==> config.mk <==
export PLATFORM = sky130hd
export DESIGN_NAME = parking_gate_fsm_flat
export DESIGN_NICKNAME = d
export VERILOG_FILES = /design/src/rtl/parking_gate_fsm_pkg.sv /design/src/rtl/parking_gate_fsm_if.sv /design/src/rtl/parking_gate_fsm_debounce.sv /design/src/rtl/parking_gate_fsm.sv /design/src/flat_wrapper.sv
export SDC_FILE = /design/constraint.sdc
export NUM_CORES = 1
export LEC_CHECK = 0
export BUFFER_PORTS_ARGS = -buffer_cell sky130_fd_sc_hd__buf_2
export CAP_MARGIN = 20
export CORE_UTILIZATION = 60
export CTS_CLUSTER_DIAMETER = 150
export DETAILED_ROUTE_END_ITERATION = 10
export GPL_TIMING_DRIVEN = 1
export PLACE_DENSITY = 0.89
export SLEW_MARGIN = 20
export SYNTH_ARGS = -nofsm -noshare
export SYNTH_HDL_FRONTEND = slang
export SYNTH_HIERARCHICAL = 1
export SYNTH_SLANG_ARGS = --single-unit
==> constraint.sdc <==
create_clock -name clk -period 3.8 [get_ports clk]
set_input_delay 0.76 -clock clk [delete_from_list [all_inputs] [get_ports clk]]
set_output_delay 0.76 -clock clk [all_outputs]
set_load 0.01 [all_outputs]
==> src/rtl/parking_gate_fsm_pkg.sv <==
// Shared types and defaults for the parking gate sequence detector.
package parking_pkg;

    typedef enum logic [2:0] {
        IDLE,
        ENTER1,
        ENTER2,
        ENTER3,
        EXIT1,
        EXIT2,
        EXIT3,
        ERR_WAIT
    } gate_state_e;

    localparam int DEBOUNCE_DEF = 16;
    localparam int TIMEOUT_DEF  = 1_000_000;

endpackage

==> src/rtl/parking_gate_fsm_if.sv <==
// Gate sensor inputs and counter-facing pulse outputs of the parking gate FSM.
interface parking_gate_fsm_if;
    logic sensor_a;
    logic sensor_b;
    logic inc;
    logic dec;
    logic err;
    logic busy;

    modport master (output sensor_a, sensor_b, input inc, dec, err, busy);
    modport slave  (input sensor_a, sensor_b, output inc, dec, err, busy);
endinterface

==> src/rtl/parking_gate_fsm_debounce.sv <==
// Two-flop synchroniser followed by a consecutive-sample debouncer for one sensor line.
module sensor_debounce #(
    parameter int DEBOUNCE_CYCLES = 16
) (
    input  logic clk,
    input  logic reset,
    input  logic raw_i,
    output logic filt_o
);
    localparam int CW = $clog2(DEBOUNCE_CYCLES + 1);

    logic          sync1_q, sync2_q, filt_q;
    logic [CW-1:0] cnt_q;

    always_ff @(posedge clk) begin
        if (!reset) begin
            sync1_q <= 1'b0;
            sync2_q <= 1'b0;
            filt_q  <= 1'b0;
            cnt_q   <= '0;
        end else begin
            sync1_q <= raw_i;
            sync2_q <= sync1_q;
            if (sync2_q == filt_q) begin
                cnt_q <= '0;
            end else if (cnt_q == CW'(DEBOUNCE_CYCLES - 1)) begin
                // this edge is the DEBOUNCE_CYCLES-th differing sample
                filt_q <= sync2_q;
                cnt_q  <= '0;
            end else begin
                cnt_q <= cnt_q + CW'(1);
            end
        end
    end

    assign filt_o = filt_q;
endmodule

==> src/rtl/parking_gate_fsm.sv <==
// Car passage sequence FSM: debounced sensors A/B -> inc/dec/err pulses and busy.
// Optional per-state stall timeout enabled by defining PARKING_GATE_TIMEOUT_EN.
module parking_gate_fsm
    import parking_pkg::*;
#(
    parameter int DEBOUNCE_CYCLES = DEBOUNCE_DEF,
    parameter int TIMEOUT_CYCLES  = TIMEOUT_DEF
) (
    input logic               clk,
    input logic               reset,
    parking_gate_fsm_if.slave gate
);
    logic        filt_a, filt_b;
    logic [1:0]  ab;
    gate_state_e state_q, state_d;
    logic        inc_q, dec_q, err_q, busy_q;
    logic        inc_d, dec_d, err_d;

    sensor_debounce #(.DEBOUNCE_CYCLES(DEBOUNCE_CYCLES)) u_deb_a (
        .clk(clk), .reset(reset), .raw_i(gate.sensor_a), .filt_o(filt_a)
    );
    sensor_debounce #(.DEBOUNCE_CYCLES(DEBOUNCE_CYCLES)) u_deb_b (
        .clk(clk), .reset(reset), .raw_i(gate.sensor_b), .filt_o(filt_b)
    );

    assign ab = {filt_a, filt_b};

`ifdef PARKING_GATE_TIMEOUT_EN
    localparam int TW = $clog2(TIMEOUT_CYCLES + 1);
    logic [TW-1:0] tmo_q;
    logic          tmo_hit;
    assign tmo_hit = (state_q != IDLE) && (state_q != ERR_WAIT) &&
                     (tmo_q == TW'(TIMEOUT_CYCLES - 1));
`else
    logic unused_timeout;
    assign unused_timeout = (TIMEOUT_CYCLES != 0);
`endif

    always_comb begin
        state_d = state_q;
        inc_d   = 1'b0;
        dec_d   = 1'b0;
        err_d   = 1'b0;
        unique case (state_q)
            IDLE: case (ab)
                2'b10:   state_d = ENTER1;
                2'b01:   state_d = EXIT1;
                2'b11:   begin state_d = ERR_WAIT; err_d = 1'b1; end
                default: ;
            endcase
            ENTER1: case (ab)
                2'b11:   state_d = ENTER2;
                2'b00:   state_d = IDLE;
                2'b01:   begin state_d = ERR_WAIT; err_d = 1'b1; end
                default: ;
            endcase
            ENTER2: case (ab)
                2'b01:   state_d = ENTER3;
                2'b10:   state_d = ENTER1;
                2'b00:   begin state_d = ERR_WAIT; err_d = 1'b1; end
                default: ;
            endcase
            ENTER3: case (ab)
                2'b00:   begin state_d = IDLE; inc_d = 1'b1; end
                2'b11:   state_d = ENTER2;
                2'b10:   begin state_d = ERR_WAIT; err_d = 1'b1; end
                default: ;
            endcase
            EXIT1: case (ab)
                2'b11:   state_d = EXIT2;
                2'b00:   state_d = IDLE;
                2'b10:   begin state_d = ERR_WAIT; err_d = 1'b1; end
                default: ;
            endcase
            EXIT2: case (ab)
                2'b10:   state_d = EXIT3;
                2'b01:   state_d = EXIT1;
                2'b00:   begin state_d = ERR_WAIT; err_d = 1'b1; end
                default: ;
            endcase
            EXIT3: case (ab)
                2'b00:   begin state_d = IDLE; dec_d = 1'b1; end
                2'b11:   state_d = EXIT2;
                2'b01:   begin state_d = ERR_WAIT; err_d = 1'b1; end
                default: ;
            endcase
            ERR_WAIT: if (ab == 2'b00) state_d = IDLE;
        endcase
`ifdef PARKING_GATE_TIMEOUT_EN
        // a stall overrides whatever the sensors are doing on this edge
        if (tmo_hit) begin
            state_d = ERR_WAIT;
            inc_d   = 1'b0;
            dec_d   = 1'b0;
            err_d   = 1'b1;
        end
`endif
    end

    always_ff @(posedge clk) begin
        if (!reset) begin
            state_q <= IDLE;
            inc_q   <= 1'b0;
            dec_q   <= 1'b0;
            err_q   <= 1'b0;
            busy_q  <= 1'b0;
`ifdef PARKING_GATE_TIMEOUT_EN
            tmo_q   <= '0;
`endif
        end else begin
            state_q <= state_d;
            inc_q   <= inc_d;
            dec_q   <= dec_d;
            err_q   <= err_d;
            busy_q  <= (state_d != IDLE);
`ifdef PARKING_GATE_TIMEOUT_EN
            if (state_d != state_q || state_q == IDLE || state_q == ERR_WAIT)
                tmo_q <= '0;
            else
                tmo_q <= tmo_q + TW'(1);
`endif
        end
    end

    assign gate.inc  = inc_q;
    assign gate.dec  = dec_q;
    assign gate.err  = err_q;
    assign gate.busy = busy_q;
endmodule

==> src/flat_wrapper.sv <==
// flat-port wrapper written by rule: the top's interface ports become plain ports
module parking_gate_fsm_flat import parking_pkg::*;
#(
    parameter int DEBOUNCE_CYCLES = DEBOUNCE_DEF,
    parameter int TIMEOUT_CYCLES  = TIMEOUT_DEF
)
  (clk, reset, gate_sensor_a, gate_sensor_b, gate_inc, gate_dec, gate_err, gate_busy);
  parking_gate_fsm_if gate_i ();
  input logic clk;
  input logic reset;
  input wire logic [$bits(gate_i.sensor_a)-1:0] gate_sensor_a;
  input wire logic [$bits(gate_i.sensor_b)-1:0] gate_sensor_b;
  output wire logic [$bits(gate_i.inc)-1:0] gate_inc;
  output wire logic [$bits(gate_i.dec)-1:0] gate_dec;
  output wire logic [$bits(gate_i.err)-1:0] gate_err;
  output wire logic [$bits(gate_i.busy)-1:0] gate_busy;
  assign gate_i.sensor_a = gate_sensor_a;
  assign gate_i.sensor_b = gate_sensor_b;
  assign gate_inc = gate_i.inc;
  assign gate_dec = gate_i.dec;
  assign gate_err = gate_i.err;
  assign gate_busy = gate_i.busy;
  parking_gate_fsm #(.DEBOUNCE_CYCLES(DEBOUNCE_CYCLES), .TIMEOUT_CYCLES(TIMEOUT_CYCLES)) u_core (.clk(clk), .reset(reset), .gate(gate_i));
endmodule
# After elaboration in Yosys (flattened, before gate mapping)
# Cells that the tools add are included.
# Widths: inputs -> output; s select.
[classes]
eq_ne = 14
reduce_logical = 12
bitwise = 3
n_mux = 14
addsub = 2
[ops]
columns = ["op", "n"]
rows = [
  ["$pmux 3 s3", 7],
  ["$pmux 3 s8", 1],
  ["$eq 3x3->1 const B", 4],
  ["$add 5x1->5 const B", 2],
  ["$eq 5x4->1 const B", 2],
  ["$reduce_and 2->1", 4],
  ["$eq 3x2->1 const B", 2],
  ["$reduce_or 2->1", 3],
  ["$reduce_or 3->1", 2],
  ["$eq 2x2->1 const B", 2],
  ["$mux 1", 4],
  ["$pmux 1 s4", 1],
  ["$eq 3x1->1 const B", 1],
  ["$logic_not 3->1", 1],
  ["$mux 3", 1],
  ["$not 1->1", 3],
  ["$reduce_bool 3->1", 1],
  ["$eq 1x1->1", 2],
  ["$eq 2x1->1 const B", 1],
  ["$logic_not 2->1", 1],
]
[totals]
in_bits = 4
regBits = 23

# Logic depth before layout (Yosys ltp)
[logic_depth]
ltp_word = 4
depth_mapped = 5

# Cells and area by module
# The synthesis kept the hierarchy.
[by_module_without_submodules]
columns = ["mod", "seq_area_each_um2", "cells_per_inst", "instances", "area_per_inst_um2"]
rows = [
  ["sensor_debounce", 160.2, 27, 2, 289.0],
  ["parking_gate_fsm", 140.1, 55, 1, 481.7],
]

# Worst setup path before layout
# No wires, ideal clock.
[synth_timing]
path_kind = "reg-to-reg"
startpoint = "register u_core.u_deb_a.cnt_q[0]"
endpoint = "register u_core.u_deb_a.cnt_q[2]"
t_arrival_ps = 1209
setup_slack_ps = 2527
setup_time_ps = 64
path_stages_with_launch = 6
required_time_ps = 3736
path_cell_list = "dfxtp_1 > ha_1 > and3_1 > ha_1 > nand3b_2 > nor2_1"
[synth_via]
elab_chain_cells = 2
word_cells_on_any_way = 3
classes_between = "add/sub (1); eq/ne (1); reduce/logical (1)"
[synth_rtl]
columns = ["item", "line_no", "rtl"]
rows = [
  ["start, declared", "parking_gate_fsm_debounce.sv:13", "logic [CW-1:0] cnt_q;"],
  ["start signal, assigned", "parking_gate_fsm_debounce.sv:31", "cnt_q <= cnt_q + CW'(1);"],
  ["parallel branches: the longest is 2 deep, another holds $add 5x1->5", "n/a", ""],
]
# Several ways; the timed one is not identified.
# A chain may end at the register's enable or synchronous reset.

# Worst setup path in the final report
[layout_timing]
startpoint = "register u_core.busy_q (netlist: u_core/gate.busy)"
endpoint = "output port gate_busy"
[layout_rtl]
columns = ["item", "line_no", "rtl"]
rows = [
  ["start, declared", "parking_gate_fsm.sv:16", "logic inc_q, dec_q, err_q, busy_q;"],
  ["start signal, assigned", "parking_gate_fsm.sv:115", "busy_q <= (state_d != IDLE);"],
  ["end, declared", "flat_wrapper.sv:16", "output wire logic [$bits(gate_i.busy)-1:0] gate_busy;"],
]
# No word-level cell between the ends.

==> flow_metrics.env <==
export IMPL_status="complete, no violations"
export IMPL_path_max_fanout=1
export IMPL_core_region_area_um2=1577
export IMPL_slew_violations=0
export IMPL_root_buffer="clkbuf_4"
export IMPL_drt_vias_per_instance=5.634
export IMPL_cp_start_kind="flop"
export IMPL_slowest_delay_ns=0.33
export IMPL_drcViolationCount=0
export IMPL_setup_viol=0
export IMPL_ys_types=35
export IMPL_use_met3=0.02449
export IMPL_area_delta_synth_final_pct=3.424
export IMPL_busiest_layer="met2"
export IMPL_final_instance_count_excl_fill=131
export IMPL_dp_hpwl_um=1055
export IMPL_tritoncts="yes"
export IMPL_leakage_nw=0.4359
export IMPL_die_h_um=44.03
export IMPL_finalHoldViolations=0
export IMPL_cts_resized=0
export IMPL_crit_family="flip-flops"
export IMPL_wl_um=1484
export IMPL_slew_headroom=0.6912
export IMPL_port_buffers=7
export IMPL_maxCapViolCount=0
export IMPL_dr_pass1_iters=6
export IMPL_clock_path_buffers=2
export IMPL_worstSetupPathType="reg -> out"
export IMPL_cts_sinks=23
export IMPL_worstSkewPairLatency_ns=0.31
export IMPL_clk_pin_slew_ns=0.12
export IMPL_required_ns=3.04
export IMPL_p_total_w=0.0003621
export IMPL_antenna_cells=0
export IMPL_grtUsageTotal=0.1854
export IMPL_timing_fmax_mhz=658.2
export IMPL_dpl_cell_area_um2=1069
export IMPL_crit_slowest_cell="dfxtp_1"
export IMPL_postCtsHoldBufs=0
export IMPL_syn_area_um2=1060
export IMPL_cp_arrival_ns=0.76
export IMPL_grt_pass1_wl_um=2711
export IMPL_drt_iter0_markers=14
export IMPL_antenna_found_initial=0
export IMPL_finalClockSkew_ns=0.004554
export IMPL_grtUsageMet1=0.2368
export IMPL_tns_ns=0
export IMPL_overflow=0
export IMPL_yosysWarnings=6
export IMPL_syn_area_per_cell_um2=9.723
export IMPL_path_cells="buf_2"
export IMPL_worstHoldPathType="reg -> reg"
export IMPL_path_buf_inv=1
export IMPL_htreeDepth=1
export IMPL_irDropWorstVdd_uv=254.7
export IMPL_finalCriticalPeriod_ns=1.519
export IMPL_grt_setup_unrepaired="no"
export IMPL_initial_core_util=0.6722
export IMPL_place_inst=127
export IMPL_tightest_slew_ns=0.4626
export IMPL_fp_row_count=14
export IMPL_drive_gt1_frac=0.1652
export IMPL_die_w_um=44.03
export IMPL_fin_crit_sh=0.3998
export IMPL_final_cell_mix="23 x dfxtp_1, 13 x nor2_1, 7 x buf_2, 7 x inv_1, 6 x and2_1"
export IMPL_netlist_instances=109
export IMPL_via_count=738
export IMPL_final_common_cell="dfxtp_1"
export IMPL_utilization=0.6952
export IMPL_wl_per_cell_um=11.33
export IMPL_gp_congestion=0.7161
export IMPL_cts_made_buffers=3
export IMPL_grt_pass1_vias=700
export IMPL_ant_nets=0
export IMPL_cts_setup_buffers=0
export IMPL_synth_seq_cells=23
export IMPL_stdcell_area_um2=1096
export IMPL_ys_seq_area_frac=0.4345
export IMPL_dieArea_um2=1938
export IMPL_syn_nets=117
export IMPL_power_density_nw_per_um2=330.4
export IMPL_final_nets=124
export IMPL_ios=8
export IMPL_grt_util_met2=0.3088
export IMPL_end_kind="primary output"
export IMPL_grt_max_degree=17
## per-layer routing
| layer | up-vias | wire length, um |
|---|---|---|
| met2 | 10 | 703 |
| met1 | 342 | 728 |
| met3 | 2 | 35 |
| met5 | - | 0 |
| li1 | 384 | - |
| met4 | 0 | 17 |
## final timing paths
path / from / to / slack, ns / cells past startpoint
worst min register to register: u_core/u_deb_b/cnt_q[0] / u_core/u_deb_b/cnt_q[0] / 0.46 / 1
worst min-delay path: u_core/u_deb_b/cnt_q[0] / u_core/u_deb_b/cnt_q[0] / 0.46 / 1
worst max register to register: u_core/u_deb_a/cnt_q[0] / u_core/u_deb_a/cnt_q[3] / 2.40 / 5
worst max-delay path: u_core/gate.busy / gate_busy / 2.28 / 1
## logic make-up (layout without fill, tap and decap cells)
| group | count (synthesis) | count (layout) | share of synthesized area |
|---|---|---|---|
| adders and majority gates | 4 | 4 | 0.04723 |
| muxes | 2 | 2 | 0.01889 |
| DFF | 23 | 23 | 0.4345 |
| AOI/OAI and AO/OA | 16 | 16 | 0.1122 |
| xor gates and xnor gates | 7 | 7 | 0.05785 |
| buffers and inverters | 12 | 18 | 0.06848 |
| and+or+nand+nor | 45 | 45 | 0.2609 |
## registers in the layout, summed over array words and instances (netlist names)
name,cells
u_core/gate.busy,1
u_core/gate.dec,1
u_core/gate.err,1
u_core/gate.inc,1
u_core/state_q,3
u_core/u_deb_a/cnt_q,5
u_core/u_deb_a/filt_o,1
u_core/u_deb_a/sync1_q,1
u_core/u_deb_a/sync2_q,1
u_core/u_deb_b/cnt_q,5
u_core/u_deb_b/filt_o,1
u_core/u_deb_b/sync1_q,1
u_core/u_deb_b/sync2_q,1
## report_power, final
part	internal (W)	switching, W	total (W)
Combinational	0.00000357	0.00000443	0.00000800
Clock	0.0000393	0.0000700	0.000109
Sequential	0.000244	0.00000116	0.000245
## per-stage QoR
| stage | hold WS (ns) | setup WS (ns) |
|---|---|---|
| 2_1_floorplan | 0.4118 | 2.527 |
| 3_3_place_gp | 0.4229 | 2.453 |
| 3_5_place_dp | 0.4263 | 2.381 |
| 4_1_cts | 0.4579 | 2.272 |
| 5_1_grt | 0.4780 | 2.246 |
| 6_report | 0.4558 | 2.281 |
## layout make-up
| type | instances | area, um2 |
|---|---|---|
| clock buffers | 3 | 22.52 |
| clock inverters | 1 | 5.005 |
| fillers | 128 | 480.5 |
| inverters | 7 | 26.28 |
| multi-input cells | 74 | 526.8 |
| flip-flops and latches | 23 | 460.4 |
| well taps | 16 | 20.02 |
| repair buffers | 7 | 35.03 |
## cell usage after synthesis (all sizes together)
cell      n  area [um2]
buf       5       46.29
nand2b    2       12.51
xnor2     2       17.52
a31oi     2       12.51
nand2     2       7.510
and2b     2       17.52
mux2i     2       20.02
o31ai     1       7.510
nor2b     4       25.02
o31a      2       18.77
xor2      5       43.79
or2b      1       7.510
a41oi     1       8.760
nor3b     1       7.510
a221oi    1       15.01
nand3b    5       48.79
ha        4       50.05
nand3     3       15.01
dfxtp    23       460.4
nor4b     1       8.760
a21oi     2       10.01
nor2     13       48.80
and2      6       37.54
and3      2       12.51
o311ai    1       8.760
nand4bb   2       22.52
a211oi    1       12.51
nor3      1       5.000
inv       7       26.28
o21ai     5       25.02
No activity file was read; power rests on OpenSTA's default activity.
